==> config.mk <==
export PLATFORM = sky130hd
export DESIGN_NAME = manchester_preamble_strip
export DESIGN_NICKNAME = d
export VERILOG_FILES = /design/src/rtl/manchester_preamble_strip.sv
export SDC_FILE = /design/constraint.sdc
export NUM_CORES = 1
export LEC_CHECK = 0
export BUFFER_PORTS_ARGS = -buffer_cell sky130_fd_sc_hd__buf_2
export CAP_MARGIN = 25
export CORE_ASPECT_RATIO = 1.75
export CORE_MARGIN = 8
export CORE_UTILIZATION = 30
export DETAILED_ROUTE_END_ITERATION = 8
export PLACE_DENSITY_LB_ADDON = 0.15
export SYNTH_ARGS = -nofsm -noshare
export SYNTH_HDL_FRONTEND = slang
export SYNTH_SLANG_ARGS = --single-unit
==> constraint.sdc <==
create_clock -name aclk -period 2.97 [get_ports aclk]
set_clock_uncertainty 0.1 [all_clocks]
set_input_delay 0.1485 -clock aclk [delete_from_list [all_inputs] [get_ports aclk]]
set_output_delay 0.1485 -clock aclk [all_outputs]
set_load 0.02 [all_outputs]
==> src/rtl/manchester_preamble_strip.sv <==
// Receive-side preamble/SFD stripper for the Manchester byte stream.
// Hunts each burst for PRE_MIN or more preamble bytes followed by the SFD,
// then forwards the payload through a single output register with tlast
// preserved. Bursts that end without delivering payload count as drops.
module manchester_preamble_strip #(
    parameter int                    DATA_WIDTH = 8,
    parameter logic [DATA_WIDTH-1:0] PRE_BYTE   = 8'hAA,
    parameter logic [DATA_WIDTH-1:0] SFD_BYTE   = 8'hD5,
    parameter int                    PRE_MIN    = 2,
    parameter int                    CNT_WIDTH  = 16
) (
    input  logic                  aclk,
    input  logic                  areset,
    input  logic [DATA_WIDTH-1:0] s_axis_tdata,
    input  logic                  s_axis_tvalid,
    output logic                  s_axis_tready,
    input  logic                  s_axis_tlast,
    output logic [DATA_WIDTH-1:0] m_axis_tdata,
    output logic                  m_axis_tvalid,
    input  logic                  m_axis_tready,
    output logic                  m_axis_tlast,
    output logic [CNT_WIDTH-1:0]  frame_cnt,
    output logic [CNT_WIDTH-1:0]  drop_cnt
);

    localparam logic [3:0] PRE_MIN_C = 4'(PRE_MIN);

    typedef enum logic {HUNT, PAYLOAD} state_t;

    state_t                  state, state_nxt;
    logic [3:0]              pre_cnt, pre_cnt_nxt;
    logic                    frame_inc, drop_inc;
    logic                    accept, load;
    logic [DATA_WIDTH-1:0]   data_p1;
    logic                    last_p1;
    logic                    vld_p1;

    function automatic logic [3:0] sat_inc_pre(input logic [3:0] v);
        return (&v) ? v : v + 4'd1;
    endfunction

    function automatic logic [CNT_WIDTH-1:0] sat_inc_cnt(input logic [CNT_WIDTH-1:0] v);
        return (&v) ? v : v + 1'b1;
    endfunction

    // While hunting nothing is forwarded, so input is always accepted; in
    // payload the single output register must be free or draining.
    assign s_axis_tready = (state == HUNT) | !vld_p1 | m_axis_tready;
    assign accept        = s_axis_tvalid & s_axis_tready;
    assign load          = accept & (state == PAYLOAD);

    // Next-state, preamble run length and counter strobes from each accepted beat.
    always_comb begin
        state_nxt   = state;
        pre_cnt_nxt = pre_cnt;
        frame_inc   = 1'b0;
        drop_inc    = 1'b0;
        if (accept) begin
            case (state)
                HUNT: begin
                    if (s_axis_tlast) begin
                        // Burst ended before any payload, even right after a good SFD.
                        drop_inc    = 1'b1;
                        pre_cnt_nxt = 4'd0;
                    end else if (s_axis_tdata == PRE_BYTE) begin
                        pre_cnt_nxt = sat_inc_pre(pre_cnt);
                    end else if ((s_axis_tdata == SFD_BYTE) && (pre_cnt >= PRE_MIN_C)) begin
                        state_nxt   = PAYLOAD;
                        pre_cnt_nxt = 4'd0;
                    end else begin
                        pre_cnt_nxt = 4'd0;
                    end
                end
                PAYLOAD: begin
                    if (s_axis_tlast) begin
                        frame_inc = 1'b1;
                        state_nxt = HUNT;
                    end
                end
                default: state_nxt = HUNT;
            endcase
        end
    end

    // State, preamble counter and status counters.
    always_ff @(posedge aclk or posedge areset) begin
        if (areset) begin
            state     <= HUNT;
            pre_cnt   <= 4'd0;
            frame_cnt <= '0;
            drop_cnt  <= '0;
        end else begin
            state   <= state_nxt;
            pre_cnt <= pre_cnt_nxt;
            if (frame_inc) frame_cnt <= sat_inc_cnt(frame_cnt);
            if (drop_inc)  drop_cnt  <= sat_inc_cnt(drop_cnt);
        end
    end

    // Output stage: load on accepted payload beat, hold while stalled, empty on handshake.
    always_ff @(posedge aclk or posedge areset) begin
        if (areset) begin
            data_p1 <= '0;
            last_p1 <= 1'b0;
            vld_p1  <= 1'b0;
        end else if (load) begin
            data_p1 <= s_axis_tdata;
            last_p1 <= s_axis_tlast;
            vld_p1  <= 1'b1;
        end else if (vld_p1 && m_axis_tready) begin
            vld_p1  <= 1'b0;
        end
    end

    assign m_axis_tdata  = data_p1;
    assign m_axis_tlast  = last_p1;
    assign m_axis_tvalid = vld_p1;

endmodule

==> results.md <==
- Status: finished, final reports clean
- Syn Inst Count: about 200
- Area Overhead vs Synth: 22.8%
- Internal power: 1.09 mW
- Crit start category: flop
- Power per Cell Area: 534 mW/mm²
- CTS Buf Count: 5
- DRT Pass-1 Iters: 4
- Worst vdd ir: 0.000333 V
- Height of the die: 133 µm
- ANT nets after route: 0
- Area leader, netlist: dfrtp_1
- DPL Wire Length: between 4000 and 5000 µm
- Area contributors post-synth: dfrtp_1, xor2_1, mux2_2
- GR Layer Usage met3: 0.0380
- Global-route wire length before repair: 9550 µm
- Grt ovf: 0
- Area of the die: 0.0109 mm²
- Met2 GRT Util: 0.199
- Worst Hold Class: primary input to flop
- DRC Markers: 0
- Main synth FF type: dfrtp_1
- Synth Area per Inst: 11.5 µm²
- Combinational group share of total power: 0.146
- Synth Register Bits: 47
- RSZ-0062 raised after global routing: false
- Most Crowded Layer GR: met2
- Global-route usage over all layers: 0.113
- Vias in the first global route: 1869
- I/O pins: 56
- Kind of critical path: flop to flop
- Post-route minimum period: 2.03 ns
- Final worst path period share: 0.682
- Placed cell count: approximately 340
- Post-synthesis sequential area ratio: 0.505
- Layout cells sized above 1: 0.322
- EDFF count, synth: 0
- Max-slew violation count: 0
- Sw power: 0.441 mW
- Final net count: between 200 and 300
- Sw Share: 0.289
- CTS tree: built
- Syn nets: 220
- Post-CTS resize count: 0
- Post-Layout Cell Count: approximately 350
- Pin count of the biggest net entering global routing: 33
- Clock-pin slew on the worst setup and hold paths: 0.06 ns
- Most frequent cells after synthesis: dfrtp_1, xor2_1, nand2_1
- Fill cell count: 775
- Initial drt markers: 62
- Met1 Use GR: 0.116
- Clk sinks: 47
- Vias per cell: 4.98
- GPL Wtd Cong: 0.754
- Core Util, Final: 0.378
- IO Port Bufs: 55
- Fin Setup TNS: 0 ns
- Core ar.: 0.00757 mm²
- Reg2reg path depth: 5
- Fin. Hold Viols: 0
- Worst-Skew Late Latency: 0.29 ns
- Most numerous cell in the Yosys netlist: dfrtp_1
- Setup ws final: 0.945 ns
- Worst EP arrival: 2.10 ns
- Post-synth cell types: 43
- Synthesis warning total: 0
- Drt total wl: roughly 5800 µm
- Setup Buffers After CTS: 0
- Worst slew pin tran: 0.519 ns
- Crit. End Element: flop
- Worst r2r src: frame_cnt[1]$_DFFE_PP0P_
- Pleak: approximately 1.5 nW
- Max-Slew Margin vs Limit: 0.651
- Setup crit start: frame_cnt[1]$_DFFE_PP0P_
- Data required, critical path: 3.04 ns
- Die outline width: 82.6 µm
- Final Setup Violations: 0
- MaxCap Viol Count: 0
- Max clock buf depth: 2
- Top-area cell type share of the netlist area: 0.505
- Initial core utilization: 0.308
- Vias: 1753
- FP Rows: 42
- Wire per inst: ~16 µm
- Post-synthesis async set-or-reset flop share: 1.00
- Initial antenna violation count: 0
- Antenna cells: 0
- Mapped Area: 0.00233 mm²
- Power share of the clock group: 0.361
- CP max FO: 9
- Maximum level of the CTS H-tree: 2
- FMAX: ~0.49 GHz
- Place WS: 0.951 ns
- Worst setup endpoint: frame_cnt[1]$_DFFE_PP0P_
- FF-to-FF setup slack: approximately 0.94 ns
- Reg-to-Reg End: frame_cnt[1]$_DFFE_PP0P_
- Sequential fraction of design power: 0.493
- Root Buffer: clkbuf_16
## registers in the layout, summed over array words and instances, names as in the netlist
signal,count
drop_cnt,16
pre_cnt,4
m_axis_tdata,8
m_axis_tvalid,1
frame_cnt,16
m_axis_tlast,1
state,1
## power by group through the flow
stage / logic, mW / clock network [mW] / registers [mW]
final: 0.223 / 0.552 / 0.753
after global routing: 0.245 / 0.596 / 0.761
after CTS: 0.231 / 0.573 / 0.753
after detailed placement: 0.229 / 0 / 0.765
after global placement: 0.225 / 0 / 0.763
after floorplan: 0.0805 / 0 / 0.813
## cells in the final DEF, fill, tap and decap left out, types with 2 or more instances in the layout
| cell | n |
|---|---|
| clkbuf_16 | 5 |
| a21oi_1 | 2 |
| o21ai_0 | 2 |
| or3_1 | 3 |
| clkbuf_1 | 2 |
| mux2_2 | 9 |
| nor4_1 | 6 |
| and4bb_2 | 2 |
| nor2_1 | 8 |
| nand3_1 | 9 |
| buf_2 | 55 |
| nor3_2 | 3 |
| nor4bb_1 | 3 |
| nor3_1 | 6 |
| nand4_1 | 11 |
| a211oi_1 | 2 |
| nor3b_1 | 3 |
| nand2_1 | 17 |
| xor2_1 | 23 |
| nor4b_1 | 2 |
| mux2_1 | 2 |
| dfrtp_1 | 47 |
| nand3b_1 | 2 |
| xnor2_1 | 7 |
| or2_2 | 2 |
| nor2b_1 | 2 |
| and3_1 | 3 |
| nor4_4 | 2 |
| inv_1 | 3 |
| ha_1 | 4 |
## logic make-up after synthesis
| family | count (synthesis) | synth area share |
|---|---|---|
| flip-flops | 47 | 0.505 |
| multiplexers | 12 | 0.0597 |
| AND/OR/NAND/NOR | 93 | 0.260 |
| buffers and inverters | 8 | 0.0156 |
| XOR/XNOR | 30 | 0.113 |
| adder cells (fa/ha/maj) | 4 | 0.0215 |
| AO/OA/AOI/OAI | 9 | 0.0247 |
## cell type report
class | instances | area, µm² | area share
Tap cell | 88 | 110 | 0.0385
Inverter | 4 | 15.0 | 0.00525
Clock inverter | 1 | 5.00 | 0.00175
Clock buffer | 7 | 133 | 0.0464
Sequential cell | 47 | 1180 | 0.411
Timing Repair Buffer | 57 | 305 | 0.107
Multi-Input combinational cell | 148 | 1110 | 0.390
## worst min path at each step
stage          slack [ns]                     endpoint             from  cells past startpoint
6_report             0.02  m_axis_tdata[2]$_DFFE_PP0P_  s_axis_tdata[2]                      2
5_1_grt              0.03  m_axis_tdata[1]$_DFFE_PP0P_  s_axis_tdata[1]                      2
4_1_cts              0.02  m_axis_tdata[2]$_DFFE_PP0P_  s_axis_tdata[2]                      2
3_5_place_dp         0.05       pre_cnt[2]$_DFFE_PP0P_           areset                      2
3_3_place_gp         0.31  m_axis_tdata[2]$_DFFE_PP0P_  s_axis_tdata[2]                      2
2_1_floorplan        0.15            state$_DFFE_PP0N_     s_axis_tlast                      1
## timing repair
item	4_1_cts	5_1_grt
hold buffers	1	0
hold endpoints to repair	15	0
endpoints found under the setup margin	0	0
## per-stage QoR
stage                     hold slack, ns  instance area [µm²]  power (mW)
after global routing              0.0282                 2860        1.60
after CTS                         0.0164                 2860        1.56
final                             0.0246                 2860        1.53
after detailed placement          0.0514                 2710       0.994
after floorplan                    0.148                 2330       0.893
after global placement             0.314                 2690       0.988
## metal layers
layer / part of all wire / vias to the layer above
met2: 0.55 / 37
met5: 0 / -
met4: 0.024 / 0
li1: - / 851
met1: 0.37 / 857
met3: 0.057 / 8
## critical path, cell delays in order (launching register included)
cell	delay (ns)
dfrtp_1	0.42
ha_1	0.22
nand4_1	0.23
nor4_4	0.53
nor2_2	0.10
mux2_4	0.31
No activity file was read; power rests on OpenSTA's default activity.
